[src/rtl/bus_arbiter.sv]
// bus_arbiter: shares memory_bus between the CPU and a DMA requester.
// Round-robin on contention; each access runs SETUP -> WAIT -> DONE.
//
// Ports:
//   clk, reset          clock, synchronous active-high reset
//   cpu_req/_address/_data_in/_write   CPU request, held until cpu_ack
//   cpu_data_out, cpu_ack              CPU read data, one-cycle ack pulse
//   dma_*                              same handshake, DMA side
//   bus_address/_data_in/_enable/_write_enable   to memory_bus
//   bus_data_out, bus_halt             from memory_bus (halt = not done)
//   grant_dma           1 while the current/last access belongs to DMA
//   timeout_error       sticky abort flag
//
// Optional feature: define ARB_TIMEOUT_EN to abort accesses that stay
// halted for TIMEOUT_CYCLES consecutive WAIT cycles.

module bus_arbiter #(
   parameter int SETTLE_CYCLES = 1
`ifdef ARB_TIMEOUT_EN
  ,parameter int TIMEOUT_CYCLES = 4096
`endif
) (
   input  logic        clk,
   input  logic        reset,
   input  logic        cpu_req,
   input  logic [23:0] cpu_address,
   input  logic [7:0]  cpu_data_in,
   input  logic        cpu_write,
   output logic [7:0]  cpu_data_out,
   output logic        cpu_ack,
   input  logic        dma_req,
   input  logic [23:0] dma_address,
   input  logic [7:0]  dma_data_in,
   input  logic        dma_write,
   output logic [7:0]  dma_data_out,
   output logic        dma_ack,
   output logic [23:0] bus_address,
   output logic [7:0]  bus_data_in,
   input  logic [7:0]  bus_data_out,
   output logic        bus_enable,
   output logic        bus_write_enable,
   input  logic        bus_halt,
   output logic        grant_dma,
   output logic        timeout_error
);

   localparam int SW = (SETTLE_CYCLES > 1) ? $clog2(SETTLE_CYCLES) : 1;
   localparam logic [SW-1:0] SETTLE_LAST = SW'(SETTLE_CYCLES - 1);

   localparam logic [1:0] S_IDLE  = 2'd0;
   localparam logic [1:0] S_SETUP = 2'd1;
   localparam logic [1:0] S_WAIT  = 2'd2;
   localparam logic [1:0] S_DONE  = 2'd3;

   logic [1:0]    state;
   logic          last_grant;  // 1 = DMA owned the previous access
   logic [SW-1:0] settle_cnt;
   logic          any_req;
   logic          pick_dma;
   logic          abort;

   assign any_req  = cpu_req | dma_req;
   // On a tie the side that did not go last wins.
   assign pick_dma = dma_req & (~cpu_req | ~last_grant);

`ifdef ARB_TIMEOUT_EN
   logic [12:0] wait_cnt;

   assign abort = (state == S_WAIT) && bus_halt &&
                  (wait_cnt == 13'(TIMEOUT_CYCLES - 1));

   // Counts consecutive halted WAIT cycles; zero outside WAIT.
   always_ff @(posedge clk) begin
      if (reset || state != S_WAIT)
         wait_cnt <= '0;
      else if (bus_halt)
         wait_cnt <= wait_cnt + 13'd1;
   end

   always_ff @(posedge clk) begin
      if (reset)
         timeout_error <= 1'b0;
      else if (abort)
         timeout_error <= 1'b1;
   end
`else
   assign abort         = 1'b0;
   assign timeout_error = 1'b0;
`endif

   always_ff @(posedge clk) begin
      if (reset) begin
         state            <= S_IDLE;
         last_grant       <= 1'b1;
         settle_cnt       <= '0;
         grant_dma        <= 1'b0;
         bus_address      <= '0;
         bus_data_in      <= '0;
         bus_enable       <= 1'b0;
         bus_write_enable <= 1'b0;
         cpu_ack          <= 1'b0;
         dma_ack          <= 1'b0;
         cpu_data_out     <= '0;
         dma_data_out     <= '0;
      end else begin
         cpu_ack <= 1'b0;
         dma_ack <= 1'b0;
         unique case (state)
            S_IDLE: begin
               if (any_req) begin
                  grant_dma        <= pick_dma;
                  bus_address      <= pick_dma ? dma_address : cpu_address;
                  bus_data_in      <= pick_dma ? dma_data_in : cpu_data_in;
                  bus_write_enable <= pick_dma ? dma_write : cpu_write;
                  bus_enable       <= 1'b1;
                  settle_cnt       <= '0;
                  state            <= S_SETUP;
               end
            end
            S_SETUP: begin
               if (settle_cnt == SETTLE_LAST)
                  state <= S_WAIT;
               else
                  settle_cnt <= settle_cnt + SW'(1);
            end
            S_WAIT: begin
               if (!bus_halt || abort) begin
                  state            <= S_DONE;
                  bus_enable       <= 1'b0;
                  bus_write_enable <= 1'b0;
                  if (grant_dma)
                     dma_ack <= 1'b1;
                  else
                     cpu_ack <= 1'b1;
                  // Reads return bus data, or 8'hff when aborted.
                  if (!bus_write_enable) begin
                     if (grant_dma)
                        dma_data_out <= abort ? 8'hff : bus_data_out;
                     else
                        cpu_data_out <= abort ? 8'hff : bus_data_out;
                  end
               end
            end
            S_DONE: begin
               last_grant <= grant_dma;
               state      <= S_IDLE;
            end
         endcase
      end
   end

endmodule
[config.mk]
export PLATFORM = sky130hd
export DESIGN_NAME = bus_arbiter
export DESIGN_NICKNAME = d
export VERILOG_FILES = /design/src/rtl/bus_arbiter.sv
export SDC_FILE = /design/constraint.sdc
export NUM_CORES = 1
export LEC_CHECK = 0
export ABC_AREA = 1
export CAP_MARGIN = 5
export CORE_MARGIN = 1
export CORE_UTILIZATION = 28
export CTS_BUF_LIST = sky130_fd_sc_hd__clkbuf_4 sky130_fd_sc_hd__clkbuf_8 sky130_fd_sc_hd__clkbuf_16
export CTS_CLUSTER_DIAMETER = 100
export DETAILED_ROUTE_END_ITERATION = 7
export PLACE_DENSITY = 0.7
export SETUP_SLACK_MARGIN = 0.2
export SLEW_MARGIN = 0
export SYNTH_ARGS = -nofsm -noshare
export SYNTH_HDL_FRONTEND = slang
export SYNTH_SLANG_ARGS = --single-unit
[constraint.sdc]
create_clock -name clk -period 1.3 [get_ports clk]
set_clock_uncertainty 0.1 [all_clocks]
set_input_delay 0.26 -clock clk [delete_from_list [all_inputs] [get_ports clk]]
set_output_delay 0.26 -clock clk [all_outputs]
set_load 0.1 [all_outputs]
==> results.py, run 1 <==
metrics = {
    "global_routing": {
        "grt_max_degree": 35,
        "antenna_found_initial": 0,
        "grt_usage": 0.1805,
        "grt_overflow_total": 0,
        "grt_pass1_vias": 2890,
        "grt_pass1_wl_um": 14100,
    },
    "clocking": {
        "cts_tree": "yes",
        "root_buffer": "clkbuf_8",
        "htreeDepth": 2,
        "clk_pin_slew_ns": 0.11,
        "cts_buffers": 5,
        "clk_path_buf_depth": 2,
        "clk_latency_ns": 0.31,
        "cts_num_sinks": 56,
        "hold_buffers": 0,
    },
    "synthesis": {
        "synth_cells": 346,
        "synth-seq-cells": 56,
        "synth.net_count": 430,
        "netlist_top_cells_area": "dfxtp_1, nand3_1, nor2_1",
        "synthDominantCellAreaShare": 0.4350,
        "yosys_warnings": 0,
        "synth_area_um2": 2577,
        "synth_top_area_cell": "dfxtp_1",
        "syn-mean-instance-area_um2": 7.449,
        "ys_seq_area_frac": 0.4350,
        "synth_cell_type_count": 21,
    },
    "timing": {
        "hold_viol_final": 0,
        "slew_viol_final": 0,
        "fin_ws_ns": -0.07985,
        "rsz0062_at_grt": "true",
        "fin_crit_ns": 1.380,
        "max_clock_freq_mhz": 724.7,
        "fin_tns_setup_ns": -1.680,
        "finalSetupViolations": 42,
        "hold_slack_ns": 0.3497,
        "final.period_utilization": 1.061,
    },
    "floorplanning": {
        "die_h_um": 97.95,
        "io_pins": 133,
        "start_util": 0.2927,
        "die_area_um2": 9593,
        "core_area_um2": 8806,
        "die_w_um": 97.95,
        "rows": 34,
    },
    "cells_and_area": {
        "area_delta_synth_final_pct": 99.71,
        "final_nets": 578,
        "final_util": 0.5845,
        "multi_input_area_um2": 1473,
        "ff_latch_area_um2": 1207,
        "layout-drive-gt1-share": 0.4121,
        "antenna_cells": 0,
        "fillers": 700,
    },
    "setup_path": {
        "cp_max_fo": 8,
        "startpoint_type": "register",
        "critPathMaxStageDelay_ns": 0.35,
        "r2r-start": "state[0]$_SDFFE_PP0P_",
        "cp.required_ns": 1.41,
        "endpoint_kind": "register",
        "critPathArrivalTime_ns": 1.49,
        "cpMostUsedCell": "inv_4",
        "worstSetupPathType": "register to register",
        "crit_path_cell_trace": "inv_4, ha_4, inv_4, nor2_4, buf_6, nand2_8, nand2_2, a21oi_2",
        "crit_start": "state[0]$_SDFFE_PP0P_",
        "cp_slowest_cell": "dfxtp_2",
    },
    "flow_run": {
        "max_cap_viol_count": 0,
    },
    "place": {
        "dp_slack_ns": -0.4412,
        "place_congestion": 0.7900,
        "io_buffer_count": 131,
        "dp_hpwl_um": 6350,
    },
    "pwr": {
        "pwr-share-comb": 0.658,
        "internal_power_uw": 5357,
        "seq_power_share": 0.253,
        "ir_drop_v": 0.001466,
        "powerDensity_nw_per_um2": 2095,
        "netSwitchingFraction": 0.5033,
        "p_total_uw": 10780,
        "leakagePower_uw": 0.002160,
        "power.net_switching_uw": 5427,
        "clkPwrFrac": 0.089,
    },
    "status": {
        "status": "complete, but fails checks",
        "violations": "design-rule violations, negative setup slack",
    },
    "worst_hold_path": {
        "hold_class": "input port to register",
        "min-delay-start": "dma_req",
    },
    "drt": {
        "vias_per_cell": 4.818,
        "routed-via-count": 2905,
        "drtAntennaViolNets": 0,
        "dr_wl_met2_um": 4659,
        "wl_met3_um": 472,
        "drt-met1-wl_um": 3634,
        "drt_iter0_markers": 103,
        "post_drt_wl_per_cell_um": 14.81,
        "drc_errors": 9,
        "drt-total-wl_um": 8928,
        "dr.pass1.iters": 6,
        "top_layer": "met4",
    },
}
## timing repair
item / 4_1_cts / 5_1_grt
cloned: 1 / 0
setup endpoints to repair: 109 / 109
setup buffers: 9 / 3
pin swaps: 6 / 10
gates resized for setup: 32 / 31
## layout by cell type (no fill, tap or decap), types with 2 or more instances in the layout
master / synthesis / final
o21ai_0: 38 / 15
and3_1: 32 / 32
dfxtp_4: 0 / 7
nor2_4: 1 / 3
dfxtp_2: 0 / 48
nand2_1: 54 / 41
nand3_2: 0 / 3
nor2_1: 56 / 51
inv_2: 4 / 3
nand2_4: 2 / 8
nand3_1: 44 / 40
clkinv_2: 0 / 2
inv_4: 0 / 5
buf_6: 7 / 2
o21ai_2: 0 / 3
ha_4: 0 / 3
buf_4: 4 / 24
buf_12: 0 / 60
a21oi_2: 0 / 9
nand2_2: 0 / 6
o21ai_1: 4 / 24
clkdlybuf4s50_1: 0 / 76
clkbuf_8: 0 / 5
nor2_2: 1 / 4
inv_1: 9 / 4
a21oi_1: 12 / 3
## cells by family (layout without fill, tap and decap cells)
group,count (synthesis),count (layout),synth area share
and+or+nand+nor,194,194,0.3524
AOI/OAI and AO/OA,54,54,0.1049
DFF,56,56,0.4350
adders and majority gates,5,5,0.02427
buffers and inverters,36,185,0.08204
other,1,1,0.001455
## stage by stage
stage,instance area (um2),cells
detailed placement,4766,582
CTS,5032,600
global route,5147,603
global placement,4766,582
finish,5147,603
floorplan,2725,346
## cell usage after synthesis, drive strengths merged
library cell,instances
a21oi,12
and3,32
buf,18
clkbuf,5
conb,1
dfxtp,56
ha,5
inv,13
nand2,56
nand3,44
nor2,59
nor3,3
o21ai,42
## routing by layer
| metal | track usage | vias up |
|---|---|---|
| met1 | 0.2037 | 1354 |
| met4 | 0.06061 | 0 |
| li1 | - | 1436 |
| met3 | 0.03364 | 13 |
| met5 | 0 | - |
| met2 | 0.3380 | 102 |
## flip-flops by register name, summed over array words and instances, names as in the netlist, 2 cells and up
signal / count
state: 2
cpu_data_out: 8
bus_address: 24
dma_data_out: 8
bus_data_in: 8
## final cells by class
cell class	count	area share
Timing Repair Buffer	164	0.4232
Multi-Input combinational cell	254	0.2861
Sequential cell	56	0.2346
Tap cell	108	0.02625
Clock buffer	5	0.01337
Inverter	13	0.01288
Clock inverter	3	0.003646
## worst paths after layout
path,slack (ns),depth (start not counted),to
setup reg to reg,-0.08,8,cpu_data_out[4]$_SDFFE_PP0P_
hold reg to reg,0.41,2,dma_data_out[7]$_SDFFE_PP0P_
hold / removal,0.35,4,grant_dma$_SDFFE_PP0P_
setup / recovery,-0.08,8,cpu_data_out[4]$_SDFFE_PP0P_
## worst max-delay path: cells and delay by family (launching register included)
family	cells	cell delay [ns]
compound gates	1	0.05
buf+inv	3	0.29
flops	1	0.35
fa+ha+maj	1	0.15
simple gates	3	0.35
## power groups by stage
stage / registers [uW] / logic [uW] / clock network, uW
final: 2730 / 7090 / 961
after global routing: 2790 / 7390 / 1060
after CTS: 2720 / 6960 / 1010
after detailed placement: 2770 / 6700 / 0
after global placement: 2750 / 6600 / 0
after floorplan: 5360 / 1570 / 0
Power figures use the tool's default switching activity.
==> inputs of run 2 (changes only) <==
CORE_UTILIZATION = 55   (was 28)
DONT_BUFFER_PORTS = 1   (was default)
PLACE_DENSITY = 0.78   (was 0.7)
clock period = 1.7 ns   (was 1.3 ns; I/O delays follow)
==> run 2 against run 1 <==
The run now ends clean. Final cell count down 26%. First-iteration DRC count up 26%. Clock-buffer cell count up 2. Power down 36%. Worst setup slack better by 0.33 ns. Via count down 14%. Critical path type unchanged. Largest cell class is now multi-input combinational cells.
==> results.py, run 2 (same netlist as run 1, synthesis figures left out) <==
metrics = {
    "floorplanning": {
        "core_area_um2": 4414,
        "die_w_um": 70.46,
        "start_util": 0.5839,
        "rows": 24,
        "die_area_um2": 4964,
        "io_pins": 133,
        "die_h_um": 70.46,
    },
    "cells_and_area": {
        "final_util": 0.7319,
        "final_cell_count_no_fill": 449,
        "area_delta_synth_final_pct": 25.34,
        "layout-drive-gt1-share": 0.2393,
        "regMostFlops": "bus_address",
        "fillers": 356,
        "largest_reg_flops": 24,
        "final_common_cell": "buf_4",
        "antenna_cells": 0,
        "final_cell_mix": "buf_4, nor2_1, nand2_1, dfxtp_1, nand3_1",
        "final_nets": 480,
    },
    "timing": {
        "hold_viol_final": 0,
        "fin_crit_ns": 1.450,
        "slew_viol_final": 0,
        "hold_slack_ns": 0.05725,
        "final.period_utilization": 0.8531,
        "rsz0062_at_grt": "true",
        "finalSetupViolations": 0,
        "fin_tns_setup_ns": 0,
        "max_clock_freq_mhz": 689.6,
    },
    "global_routing": {
        "antenna_found_initial": 0,
        "grt_pass1_vias": 2385,
        "grt_pass1_wl_um": 10150,
        "grt_usage": 0.2534,
        "grt_overflow_total": 0,
        "grt_max_degree": 38,
    },
    "pwr": {
        "seq_power_share": 0.260,
        "netSwitchingFraction": 0.5446,
        "ir_drop_v": 0.001308,
        "power.net_switching_uw": 3785,
        "leakagePower_uw": 0.001512,
        "clkPwrFrac": 0.110,
        "internal_power_uw": 3165,
        "powerDensity_nw_per_um2": 2151,
        "pwr-share-comb": 0.631,
    },
    "drt": {
        "drtAntennaViolNets": 0,
        "routed-via-count": 2508,
        "dr.pass1.iters": 4,
        "drt-total-wl_um": 6958,
        "drt_iter0_markers": 130,
        "post_drt_wl_per_cell_um": 15.50,
        "vias_per_cell": 5.586,
        "drc_errors": 0,
    },
    "clocking": {
        "cts_tree": "yes",
        "clk_path_buf_depth": 2,
        "htreeDepth": 2,
        "clk_latency_ns": 0.30,
        "root_buffer": "clkbuf_8",
        "clk_pin_slew_ns": 0.09,
        "cts_buffers": 5,
        "cts_num_sinks": 56,
    },
    "setup_path": {
        "cp.required_ns": 1.80,
        "r2r-start": "state[1]$_SDFFE_PP0P_",
        "reg2reg_slack_ns": 0.25,
        "cp_max_fo": 8,
        "critPathArrivalTime_ns": 1.55,
        "worstSetupPathType": "register to register",
        "endpoint_kind": "register",
        "rr_worst_depth": 7,
        "startpoint_type": "register",
        "r2r_end": "bus_address[17]$_SDFFE_PP0P_",
    },
    "worst_hold_path": {
        "min-delay-start": "reset",
        "hold_path_end": "last_grant$_SDFFE_PP1N_",
        "hold_class": "input port to register",
        "min_delay_path_depth": 2,
    },
    "place": {
        "dp_hpwl_um": 4436,
        "io_buffer_count": 0,
        "place_inst": 432,
        "place_congestion": 0.8890,
    },
    "flow_run": {
        "max_cap_viol_count": 0,
    },
    "status": {
        "status": "finished, final reports clean",
    },
}
-- run 2: cell types whose count changed in the layout (fill, tap and decap cells not counted), moves of 8 or more --
cell and delta:
clkdlybuf4s50_1 -76, buf_12 -58, dfxtp_1 +51, dfxtp_2 -45
buf_4 +34, o21ai_0 +22, o21ai_1 -19, nand2_1 +11
a21oi_1 +8, a21oi_2 -8
-- run 2: repair_timing --
action	in CTS	in global routing
buffers inserted	0	3
endpoints found under the hold margin	12	0
resized for setup	5	14
setup endpoints to repair	40	50
gates cloned	1	4
pin swaps	0	5
hold buffers	1	0
-- run 2: area by class of cell --
type | instances | area, um2 | area share
clock buffers | 7 | 90.09 | 0.02789
multi-input cells | 254 | 1284 | 0.3974
inverters | 13 | 56.30 | 0.01743
flip-flops and latches | 56 | 1129 | 0.3493
repair buffers | 66 | 599.3 | 0.1855
well taps | 52 | 65.06 | 0.02014
clock inverters | 1 | 7.507 | 0.002324
-- run 2: worst max path at each step --
stage               cells past startpoint  slack, ns                           end             startpoint
floorplan                               8       0.26  cpu_data_out[0]$_SDFFE_PP0P_  state[0]$_SDFFE_PP0P_
global placement                        7       0.20  bus_address[15]$_SDFFE_PP0P_  state[0]$_SDFFE_PP0P_
detailed placement                      8       0.15  dma_data_out[6]$_SDFFE_PP0P_  state[0]$_SDFFE_PP0P_
CTS                                     8       0.22  dma_data_out[6]$_SDFFE_PP0P_  state[0]$_SDFFE_PP0P_
global route                            7       0.18   bus_data_in[4]$_SDFFE_PP0P_  state[1]$_SDFFE_PP0P_
finish                                  7       0.25  bus_address[17]$_SDFFE_PP0P_  state[1]$_SDFFE_PP0P_
-- run 2: metal layers --
| layer | vias up | track usage | routed length, um |
|---|---|---|---|
| met5 | - | 0 | 0 |
| met3 | 11 | 0.06638 | 579 |
| li1 | 1243 | - | - |
| met2 | 115 | 0.4688 | 3690 |
| met4 | 0 | 0.1022 | 92 |
| met1 | 1139 | 0.2688 | 2596 |
-- run 2: metrics by stage --
| step | area (um2) | power (uW) | worst slack, ns |
|---|---|---|---|
| 6_report | 3231 | 6950 | 0.2498 |
| 2_1_floorplan | 2580 | 5074 | 0.2638 |
| 3_5_place_dp | 2935 | 5684 | 0.1450 |
| 4_1_cts | 3077 | 6566 | 0.2218 |
| 3_3_place_gp | 2935 | 5621 | 0.1962 |
| 5_1_grt | 3231 | 7224 | 0.1796 |
-- run 2: critical path, stage by stage, from the launching register on --
cell	delay [ns]
dfxtp_4	0.38
inv_4	0.07
ha_4	0.15
inv_4	0.05
nor2_8	0.20
clkbuf_16	0.20
and3_1	0.16
nor2_1	0.04
-- run 2: power by group through the flow --
stage          Combinational, uW  Sequential, uW  Clock [uW]
5_1_grt                     4570            1840         818
2_1_floorplan               1090            3980           0
4_1_cts                     4000            1790         780
3_3_place_gp                3830            1790           0
3_5_place_dp                3880            1810           0
6_report                    4380            1800         761
==> inputs of run 3 (changes only) <==
CAP_MARGIN = 20   (was 5)
clock period = 1.55 ns   (was 1.7 ns; I/O delays follow)
==> run 3 against run 2 <==
Register-to-register slack got worse by 0.19 ns. Final area grew 11%. Global-route usage increased by 1.7 points. Via count rose by 2.6%. Combinational power shrank 9.1%. Sequential cell count unchanged. Critical endpoint is now bus_address[19]$_SDFFE_PP0P_. Maximum frequency decreased by 2.9%. Utilization increased by 8.2 points. Sequential share of layout area decreased by 0.99 points. Power up 21%.
==> results.py, run 3 (same netlist as run 1, synthesis figures left out) <==
metrics = {
    "floorplanning": {
        "core_area_um2": 4414,
        "die_h_um": 70.46,
        "rows": 24,
        "start_util": 0.5839,
        "die_w_um": 70.46,
        "die_area_um2": 4964,
        "io_pins": 133,
    },
    "timing": {
        "slew_viol_final": 0,
        "fin_crit_ns": 1.493,
        "fin_ws_ns": 0.05715,
        "fin_tns_setup_ns": 0,
        "worst_pin_slew_ns": 0.6340,
        "hold_viol_final": 0,
        "relSlewSlack": 0.5767,
        "max_clock_freq_mhz": 669.9,
        "finalSetupViolations": 0,
        "final.period_utilization": 0.9631,
        "rsz0062_at_grt": "true",
    },
    "clocking": {
        "root_buffer": "clkbuf_8",
        "htreeDepth": 2,
        "clk_path_buf_depth": 2,
        "cts_buffers": 5,
        "cts_num_sinks": 56,
        "clk_latency_ns": 0.30,
        "cts_tree": "yes",
        "clk_pin_slew_ns": 0.10,
    },
    "setup_path": {
        "critPathArrivalTime_ns": 1.58,
        "cp.required_ns": 1.64,
        "endpoint_kind": "register",
        "cp_max_fo": 8,
        "startpoint_type": "register",
        "worstSetupPathType": "register to register",
    },
    "pwr": {
        "internal_power_uw": 4071,
        "clkPwrFrac": 0.112,
        "leakagePower_uw": 0.001542,
        "pwr-share-comb": 0.472,
        "powerDensity_nw_per_um2": 2349,
        "seq_power_share": 0.416,
        "ir_drop_v": 0.001739,
        "power.net_switching_uw": 4369,
        "netSwitchingFraction": 0.5177,
    },
    "drt": {
        "vias_per_cell": 5.877,
        "dr.pass1.iters": 5,
        "drt_iter0_markers": 182,
        "drt-total-wl_um": 7494,
        "routed-via-count": 2574,
        "drc_errors": 0,
        "drtAntennaViolNets": 0,
        "post_drt_wl_per_cell_um": 17.11,
    },
    "global_routing": {
        "grt_usage": 0.2707,
        "antenna_found_initial": 0,
        "grt_pass1_vias": 2418,
        "grt_max_degree": 44,
        "grt_overflow_total": 0,
        "grt_pass1_wl_um": 10900,
    },
    "place": {
        "dp_slack_ns": 0.06399,
        "dp_hpwl_um": 4327,
        "place_congestion": 0.8337,
        "io_buffer_count": 0,
    },
    "worst_hold_path": {
        "hold_class": "input port to register",
    },
    "cells_and_area": {
        "final_nets": 469,
        "largest_reg_flops": 24,
        "final_cell_mix": "nor2_1, nand3_1, nand2_1, buf_6, o21ai_1",
        "layout-drive-gt1-share": 0.3860,
        "regMostFlops": "bus_address",
        "area_delta_synth_final_pct": 39.42,
        "antenna_cells": 0,
        "final_common_cell": "nor2_1",
    },
    "flow_run": {
        "max_cap_viol_count": 0,
    },
    "status": {
        "status": "finished, final reports clean",
    },
}
run 3: cell types whose count changed in the layout (fill, tap and decap cells not counted), moves of 7 or more:
cell	delta
buf_4	-40
dfxtp_1	-29
buf_6	+24
dfxtp_4	+22
o21ai_0	-19
o21ai_1	+19
and3_1	-14
and3_4	+14
nand2_1	-12
nand2_2	+8
dfxtp_2	+7
run 3: power groups by stage:
stage	sequential (uW)	combinational [uW]	clock (uW)
after CTS	3480	3330	961
after global placement	3430	2620	0
after detailed placement	3440	2670	0
after floorplan	4450	1210	0
final	3510	3980	945
after global routing	3550	4200	1010
run 3: critical path, cell delays in order (launching register included):
cell and delay [ns]:
dfxtp_2 0.37, inv_2 0.06, ha_4 0.17, inv_4 0.08, nor2_8 0.05, buf_6 0.13, buf_16 0.13, o21ai_0 0.21
nor2_1 0.08
run 3: worst paths after layout:
| check | start | to | slack (ns) | cells after the start |
|---|---|---|---|---|
| setup reg to reg | state[1]$_SDFFE_PP0P_ | bus_address[19]$_SDFFE_PP0P_ | 0.06 | 8 |
| setup / recovery | state[1]$_SDFFE_PP0P_ | bus_address[19]$_SDFFE_PP0P_ | 0.06 | 8 |
| hold / removal | reset | last_grant$_SDFFE_PP1N_ | 0.02 | 2 |
| hold reg to reg | dma_data_out[2]$_SDFFE_PP0P_ | dma_data_out[2]$_SDFFE_PP0P_ | 0.41 | 2 |
run 3: timing repair:
| action | in CTS | in global routing |
|---|---|---|
| cloned | 4 | 3 |
| hold buffers | 1 | 0 |
| gates resized for setup | 70 | 65 |
| setup endpoints to repair | 83 | 69 |
| hold endpoints to repair | 12 | 0 |
| pin swaps | 10 | 26 |
| setup buffers | 8 | 3 |
run 3: metal layers:
layer  part of all wire  global-route usage  up-vias
met3              0.074             0.05195       11
met1               0.40              0.3264     1213
met2               0.51              0.4847      121
li1                   -                   -     1229
met5                  0                   0        -
met4              0.012             0.07556        0
run 3: final cells by class:
| class | count | area [um2] |
|---|---|---|
| clock inverters | 2 | 35.03 |
| well taps | 52 | 65.06 |
| clock buffers | 6 | 76.32 |
| repair buffers | 55 | 674.4 |
| inverters | 13 | 56.30 |
| multi-input cells | 254 | 1466 |
| fillers | 266 | 820.8 |
| flip-flops and latches | 56 | 1220 |
run 3: through the flow:
step / instance area (um2) / total power [uW] / hold WS, ns / cells / util
after floorplan: 2628 / 5656 / 0.2868 / 346 / -
after global placement: 2823 / 6047 / 0.2739 / 411 / 0.6395
after detailed placement: 2823 / 6111 / 0.2786 / 411 / 0.6395
after CTS: 3288 / 7772 / 0.02049 / 432 / 0.7449
after global routing: 3593 / 8768 / 0.02560 / 438 / 0.8141
final: 3593 / 8440 / 0.02067 / 438 / 0.8141
